[src/rtl/match_log_pkg.sv]
// Shared definitions for the match event logger.
// Holds the default widths/depth and the event record layout (timestamp + sequence index).
package match_log_pkg;

  localparam int DEF_DEPTH = 4;
  localparam int DEF_TS_W  = 16;
  localparam int DEF_CNT_W = 8;

  // One logged event at the default widths: when it happened and which match it was.
  typedef struct packed {
    logic [DEF_TS_W-1:0]  ts;
    logic [DEF_CNT_W-1:0] idx;
  } ev_t;

endpackage

[src/rtl/match_event_logger_if.sv]
// Event stream between the logger and its consumer (valid/ready, FWFT head).
// Signals:
//   ev_valid : head event present (logger -> consumer)
//   ev_ready : consumer accepts the head this cycle (consumer -> logger)
//   ev_ts    : timestamp of the head event
//   ev_idx   : sequence index of the head event
interface match_event_logger_if #(
  parameter int TS_W  = match_log_pkg::DEF_TS_W,
  parameter int CNT_W = match_log_pkg::DEF_CNT_W
);
  logic             ev_valid;
  logic             ev_ready;
  logic [TS_W-1:0]  ev_ts;
  logic [CNT_W-1:0] ev_idx;

  modport master (output ev_valid, output ev_ts, output ev_idx, input ev_ready);
  modport slave  (input ev_valid, input ev_ts, input ev_idx, output ev_ready);
endinterface

[src/rtl/match_log_fifo.sv]
// Synchronous first-word-fall-through FIFO for logged events.
// Ports:
//   clk, rst : clock, synchronous active-high reset (empties the FIFO)
//   i_push   : write i_data (accepted when not full, or when full with a pop)
//   i_pop    : remove the head (ignored while empty)
//   o_data   : head entry, read combinationally from storage
//   o_full, o_empty, o_level : occupancy status
module match_log_fifo #(
  parameter int DEPTH = 4,
  parameter int WIDTH = 24
) (
  input  logic                   clk,
  input  logic                   rst,
  input  logic                   i_push,
  input  logic                   i_pop,
  input  logic [WIDTH-1:0]       i_data,
  output logic [WIDTH-1:0]       o_data,
  output logic                   o_full,
  output logic                   o_empty,
  output logic [$clog2(DEPTH):0] o_level
);
  localparam int AW = $clog2(DEPTH);

  logic [WIDTH-1:0] r_mem [DEPTH];
  logic [AW-1:0]    r_wr_ptr;
  logic [AW-1:0]    r_rd_ptr;
  logic [AW:0]      r_level;
  logic             w_push_ok;
  logic             w_pop_ok;

  assign o_full    = (r_level == (AW+1)'(DEPTH));
  assign o_empty   = (r_level == '0);
  assign o_level   = r_level;
  assign o_data    = r_mem[r_rd_ptr];
  // A full FIFO still takes a push when the head leaves in the same cycle.
  assign w_pop_ok  = i_pop && !o_empty;
  assign w_push_ok = i_push && (!o_full || w_pop_ok);

  // Storage write; contents need no reset since occupancy gates visibility.
  always_ff @(posedge clk) begin
    if (w_push_ok) begin
      r_mem[r_wr_ptr] <= i_data;
    end
  end

  // Pointer and occupancy bookkeeping.
  always_ff @(posedge clk) begin
    if (rst) begin
      r_wr_ptr <= '0;
      r_rd_ptr <= '0;
      r_level  <= '0;
    end else begin
      if (w_push_ok) r_wr_ptr <= r_wr_ptr + 1'b1;
      if (w_pop_ok)  r_rd_ptr <= r_rd_ptr + 1'b1;
      case ({w_push_ok, w_pop_ok})
        2'b10:   r_level <= r_level + 1'b1;
        2'b01:   r_level <= r_level - 1'b1;
        default: r_level <= r_level;
      endcase
    end
  end
endmodule

[src/rtl/match_event_logger.sv]
// Timestamps pulses from an upstream sequence detector and queues them for a consumer.
// Ports:
//   clk, rst   : clock, synchronous active-high reset (has priority over everything)
//   match_in   : one-cycle match pulse, may repeat back to back
//   clear_cnt  : clears total_cnt and overflow (a same-cycle match/drop still counts)
//   ev_if      : event stream (master side), FWFT head of the event FIFO
//   total_cnt  : saturating count of matches seen
//   overflow   : sticky, set when an event had to be dropped
//   fifo_level : number of queued events
module match_event_logger
  import match_log_pkg::*;
#(
  parameter int DEPTH = DEF_DEPTH,
  parameter int TS_W  = DEF_TS_W,
  parameter int CNT_W = DEF_CNT_W
) (
  input  logic                   clk,
  input  logic                   rst,
  input  logic                   match_in,
  input  logic                   clear_cnt,
  match_event_logger_if.master   ev_if,
  output logic [CNT_W-1:0]       total_cnt,
  output logic                   overflow,
  output logic [$clog2(DEPTH):0] fifo_level
);
  logic [TS_W-1:0]       r_ts_cnt;
  logic [CNT_W-1:0]      r_seq_num;
  logic [CNT_W-1:0]      r_total;
  logic                  r_overflow;
  logic                  w_full;
  logic                  w_empty;
  logic                  w_pop;
  logic                  w_push;
  logic                  w_drop;
  logic [TS_W+CNT_W-1:0] w_head;

  assign w_pop  = ev_if.ev_valid && ev_if.ev_ready;
  assign w_push = match_in && (!w_full || w_pop);
  assign w_drop = match_in && !w_push;

  match_log_fifo #(
    .DEPTH (DEPTH),
    .WIDTH (TS_W + CNT_W)
  ) u_fifo (
    .clk     (clk),
    .rst     (rst),
    .i_push  (w_push),
    .i_pop   (w_pop),
    .i_data  ({r_ts_cnt, r_seq_num}),
    .o_data  (w_head),
    .o_full  (w_full),
    .o_empty (w_empty),
    .o_level (fifo_level)
  );

  assign ev_if.ev_valid = !w_empty;
  assign ev_if.ev_ts    = w_head[TS_W+CNT_W-1:CNT_W];
  assign ev_if.ev_idx   = w_head[CNT_W-1:0];
  assign total_cnt      = r_total;
  assign overflow       = r_overflow;

  // Free-running timestamp and per-match sequence number (advances on drops too).
  always_ff @(posedge clk) begin
    if (rst) begin
      r_ts_cnt  <= '0;
      r_seq_num <= '0;
    end else begin
      r_ts_cnt <= r_ts_cnt + 1'b1;
      if (match_in) r_seq_num <= r_seq_num + 1'b1;
    end
  end

  // Saturating match counter; a clear coinciding with a match restarts at one.
  always_ff @(posedge clk) begin
    if (rst) begin
      r_total <= '0;
    end else if (clear_cnt) begin
      r_total <= match_in ? CNT_W'(1) : CNT_W'(0);
    end else if (match_in && (r_total != {CNT_W{1'b1}})) begin
      r_total <= r_total + 1'b1;
    end
  end

  // Sticky drop flag; a drop in the clearing cycle keeps it set.
  always_ff @(posedge clk) begin
    if (rst) begin
      r_overflow <= 1'b0;
    end else if (clear_cnt) begin
      r_overflow <= w_drop;
    end else if (w_drop) begin
      r_overflow <= 1'b1;
    end
  end
endmodule

[src/flat_wrapper.sv]
// flat-port wrapper written by rule: the top's interface ports become plain ports
module match_event_logger_flat import match_log_pkg::*;
#(
  parameter int DEPTH = DEF_DEPTH,
  parameter int TS_W  = DEF_TS_W,
  parameter int CNT_W = DEF_CNT_W
)
  (clk, rst, match_in, clear_cnt, total_cnt, overflow, fifo_level, ev_if_ev_valid, ev_if_ev_ts, ev_if_ev_idx, ev_if_ev_ready);
  match_event_logger_if #(.TS_W(TS_W), .CNT_W(CNT_W)) ev_if_i ();
  input  logic clk;
  input  logic rst;
  input  logic match_in;
  input  logic clear_cnt;
  output logic [CNT_W-1:0] total_cnt;
  output logic overflow;
  output logic [$clog2(DEPTH):0] fifo_level;
  output wire logic [$bits(ev_if_i.ev_valid)-1:0] ev_if_ev_valid;
  output wire logic [$bits(ev_if_i.ev_ts)-1:0] ev_if_ev_ts;
  output wire logic [$bits(ev_if_i.ev_idx)-1:0] ev_if_ev_idx;
  input wire logic [$bits(ev_if_i.ev_ready)-1:0] ev_if_ev_ready;
  assign ev_if_ev_valid = ev_if_i.ev_valid;
  assign ev_if_ev_ts = ev_if_i.ev_ts;
  assign ev_if_ev_idx = ev_if_i.ev_idx;
  assign ev_if_i.ev_ready = ev_if_ev_ready;
  match_event_logger #(.DEPTH(DEPTH), .TS_W(TS_W), .CNT_W(CNT_W)) u_core (.clk(clk), .rst(rst), .match_in(match_in), .clear_cnt(clear_cnt), .ev_if(ev_if_i), .total_cnt(total_cnt), .overflow(overflow), .fifo_level(fifo_level));
endmodule
[config.mk]
export PLATFORM = sky130hd
export DESIGN_NAME = match_event_logger_flat
export DESIGN_NICKNAME = d
export VERILOG_FILES = /design/src/rtl/match_log_pkg.sv /design/src/rtl/match_event_logger_if.sv /design/src/rtl/match_log_fifo.sv /design/src/rtl/match_event_logger.sv /design/src/flat_wrapper.sv
export SDC_FILE = /design/constraint.sdc
export NUM_CORES = 1
export LEC_CHECK = 0
export BUFFER_PORTS_ARGS = -buffer_cell sky130_fd_sc_hd__buf_2
export CAP_MARGIN = 30
export CORE_ASPECT_RATIO = 1.2
export CORE_MARGIN = 10
export CORE_UTILIZATION = 34
export DETAILED_ROUTE_END_ITERATION = 8
export PLACE_DENSITY = 0.53
export SYNTH_ARGS = -nofsm -noshare
export SYNTH_HDL_FRONTEND = slang
export SYNTH_SLANG_ARGS = --single-unit
[constraint.sdc]
create_clock -name clk -period 4.68 [get_ports clk]
set_input_delay 0.468 -clock clk [delete_from_list [all_inputs] [get_ports clk]]
set_output_delay 0.468 -clock clk [all_outputs]
set_load 0.02 [all_outputs]
== Word level (Yosys, flattened, before mapping) ==
Memory sizes are Yosys's and may differ from the RTL's. A register that Yosys moved wholly into a read port is not among the register bits.
Index checks and enable logic that the tools add are counted.

* Add/subtract/negate cells: 7
* Multiply operators: 0
* Divide/modulo/power cells: 0
* $lt $le $gt $ge: 0
* Equality and inequality tests: 4
* Shift-type cells: 0
* Muxes and demuxes: 10
* Bitwise gates (word level): 0
* Reduce and logical (&&, ||, !) cells: 15

{| class="wikitable"
|+ Operators by type and width
! cell !! number
|-
| $add A16 B1 Y16 const B || 1
|-
| $add A8 B1 Y8 const B || 2
|-
| $mux W8 || 2
|-
| $ne A8 B8 Y1 const B || 1
|-
| $logic_and A1 B1 Y1 || 6
|-
| $pmux W3 S2 || 1
|-
| $reduce_bool A2 Y1 || 3
|-
| $mux W1 || 5
|-
| $add A2 B1 Y2 const B || 2
|-
| $mux W2 || 2
|-
| $add A3 B1 Y3 const B || 1
|-
| $eq A3 B3 Y1 const B || 1
|-
| $logic_not A1 Y1 || 3
|-
| $logic_not A3 Y1 || 1
|-
| $sub A3 B1 Y3 const B || 1
|-
| $eq A2 B1 Y1 const B || 1
|-
| $eq A2 B2 Y1 const B || 1
|-
| $logic_or A1 B1 Y1 || 2
|}

* Register bits: 40
* Latch bits: 0
* Memory bits (writable): 96
* ROM bits: 0
* Word-level logic and storage cells: 44
* Memories kept: 1

{| class="wikitable"
|+ Memories
! memory !! depth !! width !! read ports !! clocked after Yosys merged registers in !! write ports !! RTL line !! RTL
|-
| u_core.u_fifo.r_mem || 4 || 24 || 1 || 1 || 1 || match_log_fifo.sv:24 || <nowiki>logic [WIDTH-1:0] r_mem [DEPTH];</nowiki>
|}

== Logic depth before layout (Yosys ltp) ==
* Word-level depth: 9
* Gate-level depth with buffers: 10

== Cells and area by module ==
A second synthesis with hierarchy kept.

* Cells, all modules: 357
* Area, all modules: 5516.5 um2

{| class="wikitable"
|+ Modules (own cells, without submodules)
! module !! instances !! cells an instance !! area each (um2) !! sequential area each (um2)
|-
| match_log_fifo || 1 || 185 || 3995.1 || 3062.9
|-
| match_event_logger || 1 || 172 || 1521.5 || 660.6
|}

== Worst setup path after synthesis ==
OpenSTA, ideal clock, no wires.

* Path type: reg2reg
* Start: reg u_core.u_fifo.r_level[2] (netlist: u_core.u_fifo.o_level[2])
* End: reg u_core.u_fifo.r_level[2] (netlist: u_core.u_fifo.o_level[2])
* Data arrival time: 2.195 ns
* Setup slack: 2.414 ns
* Cell stages (with the launch flop): 10
* Buffers on the path: 0
* Period minus slack after synthesis: 2.266 ns
* Cell sequence: dfxtp_1 -> nor4b_1 -> nor2_1 -> inv_1 -> ha_1 -> inv_1 -> fa_1 -> xor2_1 -> or3_1 -> a21oi_1

* Word-level cells in the longest chain between the ends: 8
* Elaborated cells between the ends (all ways): 16

{| class="wikitable"
|+ RTL lines
! element !! RTL line !! RTL
|-
| start: declaration || match_log_fifo.sv:27 || <nowiki>logic [AW:0] r_level;</nowiki>
|-
| start signal: assignment || match_log_fifo.sv:56 || <nowiki>2'b10: r_level <= r_level + 1'b1;</nowiki>
|-
| start signal: assignment || match_log_fifo.sv:57 || <nowiki>2'b01: r_level <= r_level - 1'b1;</nowiki>
|-
| start signal: assignment || match_log_fifo.sv:58 || <nowiki>default: r_level <= r_level;</nowiki>
|-
| $logic_not A3 Y1 || match_log_fifo.sv:32 || <nowiki>assign o_empty = (r_level == '0);</nowiki>
|-
| $logic_not A1 Y1 || match_log_fifo.sv:36, match_event_logger.sv:56 ||
|-
| $logic_and A1 B1 Y1 || match_event_logger.sv:37 || <nowiki>assign w_pop = ev_if.ev_valid && ev_if.ev_ready;</nowiki>
|-
| $logic_or A1 B1 Y1 / $logic_and A1 B1 Y1 (equally long branches) || match_event_logger.sv:38, match_log_fifo.sv:36 ||
|-
| $logic_and A1 B1 Y1 / $logic_or A1 B1 Y1 (equally long branches) || match_event_logger.sv:38, match_log_fifo.sv:37 ||
|-
| $logic_and A1 B1 Y1 || match_log_fifo.sv:37 || <nowiki>assign w_push_ok = i_push && (!o_full || w_pop_ok);</nowiki>
|-
| $eq A2 B1 Y1 / $eq A2 B2 Y1 (equally long branches) || match_log_fifo.sv:55 || <nowiki>case ({w_push_ok, w_pop_ok})</nowiki>
|-
| $pmux W3 S2 / $reduce_bool A2 Y1 (equally long branches) || -- ||
|}

Parallel ways exist; a longest one is shown, timed or not.
A chain may end at the register's enable or synchronous reset.

== Final worst setup path ==
Same ends and word-level chain as after synthesis.

==> results.json <==
{
  "grt_util_all_layers_pct": 9.99,
  "setup_viol": 0,
  "ys_async_sr_fraction_pct": 0,
  "htree_levels": 4,
  "clk_path_buf_depth": 2,
  "rr_worst_depth": 9,
  "grt_max_degree": 42,
  "path_buf_inv": 2,
  "die-area_mm2": 0.0215,
  "nets": 416,
  "max_stage_delay_ns": 0.51,
  "antenna_found_initial": 0,
  "worst_pin_slew_ns": 0.799,
  "worstPathRequired_ns": 5.01,
  "avgSynthCellArea_um2": 15.6,
  "start_kind": "flop",
  "skew_ns": 0.00737,
  "cts_tree": "built",
  "grt_overflow": 0,
  "cts_setup_buffers": 0,
  "cts_inserted_buffers": 17,
  "synth_area_leader_cell": "edfxtp_1",
  "layout-drive-gt1-share_pct": 26.3,
  "die_h_um": 159,
  "hold_path_depth": 3,
  "syn_inst": 350,
  "die_x_um": 136,
  "synth-seq-cells": 138,
  "first_iter_violations": 176,
  "worst_path_max_delay_cell": "nor4b_1",
  "drv_cap": 0,
  "p_leak_nw": 2.29,
  "cts-root-buf": "clkbuf_16",
  "insertedDiodeCount": 0,
  "power_mw": 3.38,
  "timing.final.crit_share_pct": 51.1,
  "clock.fmax_mhz": 418,
  "synth_top_area_share_pct": 52.9,
  "start_util_pct": 34.7,
  "crit_chain": "nor4b_1 -> nor2_1 -> inv_1 -> ha_1 -> inv_1 -> fa_1 -> xor2_1 -> or3_1 -> a21oi_1",
  "finalWeightedCongestion": 0.746,
  "cpMostUsedCell": "inv_1",
  "min_to": "u_core.total_cnt[3]$_SDFFE_PP0P_",
  "ir_worst_vdd_mv": 0.200,
  "wl_um": 10100,
  "grt_pass1_vias": 3115,
  "clkSinkCount": 138,
  "reg2reg_from": "u_core.u_fifo.o_level[2]$_SDFFE_PP0P_",
  "syn_nets": 364,
  "pin_count": 42,
  "dpl-instance-area_mm2": 0.00591,
  "vias": 3041,
  "vias_per_cell": 4.89,
  "postLayoutCoreUtil_pct": 41.6,
  "dp_cells": 591,
  "worst-path-stages": 9,
  "r2r-end": "u_core.u_fifo.o_level[2]$_SDFFE_PP0P_",
  "port-buffer-count": 41,
  "rsz0062_at_grt": "no",
  "grt_pass1_wl_um": 16700,
  "min_path_type": "in2reg",
  "slew_viol_final": 0,
  "first_pass_iters": 5,
  "critPathKind": "reg2reg",
  "ys_seq_area_share_pct": 68.3,
  "clk_pin_slew_ns": 0.06,
  "hold_ws_ns": 0.455,
  "regToRegSetupSlack_ns": 2.29,
  "cp-end-kind": "flop",
  "core_area_mm2": 0.0157,
  "synth_enable_flop_cells": 96,
  "cts_hold_buf": 0,
  "yosysWarnings": 0,
  "synth_area_leaders": "edfxtp_1, dfxtp_1, mux4_2, a21oi_1, ha_1",
  "hpwlAfterDp_um": 6090,
  "ant_nets": 0,
  "period_needed_ns": 2.39,
  "yosysUniqueCellTypes": 45,
  "max_slew_margin_pct": 46.7,
  "drc_errors": 0,
  "holdCritStartpoint": "clear_cnt",
  "post_cts_resized": 0,
  "syn-cell-area_mm2": 0.00545,
  "final-hold-violation-count": 0,
  "wl_per_cell_um": 16.3,
  "area_growth_pct": 19.7,
  "synthFlopType": "edfxtp_1",
  "status": "completed",
  "rows": 50,
  "critPathTopFamily": "simple AND/OR/NAND/NOR gates",
  "fin_cells": 622,
  "worstSkewPairLatency_ns": 0.41,
  "path_max_fanout": 8,
  "final_cell_area_mm2": 0.00653,
  "tns_ns": 0,
  "crit_arrival_ns": 2.72,
  "place_ws_ns": 2.10,
  "power_density_mw_per_mm2": 518,
  "setup_ws_ns": 2.29
}
==> cell families (layout without fill, tap and decap cells) <==
family,count (synthesis),in the layout,share of synthesized area [%]
AO/OA/AOI/OAI,44,44,4.75
XOR/XNOR,11,11,1.77
adder cells (fa/ha/maj),9,9,2.20
buffers and inverters,26,90,2.09
flip-flops,138,138,68.3
multiplexers,32,32,11.5
AND/OR/NAND/NOR,90,90,9.43
==> worst max path at each step <==
stage,start,to,slack [ns]
final,u_core.u_fifo.o_level[2]$_SDFFE_PP0P_,u_core.u_fifo.o_level[2]$_SDFFE_PP0P_,2.29
after global routing,u_core.u_fifo.o_level[2]$_SDFFE_PP0P_,u_core.u_fifo.o_level[2]$_SDFFE_PP0P_,1.93
after CTS,u_core.u_fifo.o_level[2]$_SDFFE_PP0P_,u_core.u_fifo.o_level[2]$_SDFFE_PP0P_,2.24
after detailed placement,ev_if_ev_ready,u_core.u_fifo.o_level[2]$_SDFFE_PP0P_,2.10
after global placement,ev_if_ev_ready,u_core.u_fifo.o_level[2]$_SDFFE_PP0P_,2.21
after floorplan,u_core.u_fifo.o_level[2]$_SDFFE_PP0P_,u_core.u_fifo.o_level[2]$_SDFFE_PP0P_,2.41
==> final cells by class <==
class	instances	area [um2]
fillers	1436	9170
flip-flops and latches	138	3720
multi-input cells	186	1620
clock buffers	17	425
repair buffers	47	263
well taps	208	260
clock inverters	14	195
inverters	12	45.0
==> synthesized netlist by cell type (3+ instances only) <==
cell	instances
or4_1	5
mux2i_1	4
inv_1	12
buf_2	7
a21oi_1	22
o31ai_1	5
nand4_1	6
edfxtp_1	96
or3_1	9
nor4_1	4
ha_1	8
nand3_1	9
and3_1	5
mux4_2	24
clkbuf_1	3
nor2_1	23
o21ai_0	9
xor2_1	7
dfxtp_1	42
xnor2_1	4
nand2_1	11
nor2b_1	6
==> state kept, by name, indices dropped and copies added, names as in the netlist, named ones only <==
register	flops
u_core.overflow	1
u_core.r_seq_num	8
u_core.r_ts_cnt	16
u_core.total_cnt	8
u_core.u_fifo.o_level	3
u_core.u_fifo.r_mem	96
u_core.u_fifo.r_rd_ptr	2
u_core.u_fifo.r_wr_ptr	2
==> worst min-delay path: stages <==
cell and delay, ns:
buf_2 0.16, or3_1 0.13, mux2i_1 0.06
==> power by group <==
| group | internal (mW) | switching [mW] | leakage [nW] |
|---|---|---|---|
| clock network | 0.893 | 0.495 | 0.304 |
| registers | 1.38 | 0.0542 | 1.27 |
| logic | 0.244 | 0.318 | 0.720 |
| total | 2.51 | 0.868 | 2.29 |
==> cells in the final DEF (no fill, tap or decap), types with 7 or more instances in the layout <==
master and instances:
edfxtp_1 96, clkbuf_16 17, ha_1 8, or3_1 9, mux4_2 24, nor2_1 23
nand3_1 9, nand2_1 11, a21oi_1 22, xor2_1 7, dfxtp_1 41, o21ai_0 9
inv_1 12, buf_2 41
==> layer usage <==
layer  up-vias  routed length [um]  track usage [%]
met2        58                5220             16.4
met5         -                   0                0
met3         7                 407             3.50
met1      1501                4360             11.7
met4         0                 119             3.68
li1       1475                   -                -
Note: power is estimated with default switching activity, not from simulation.
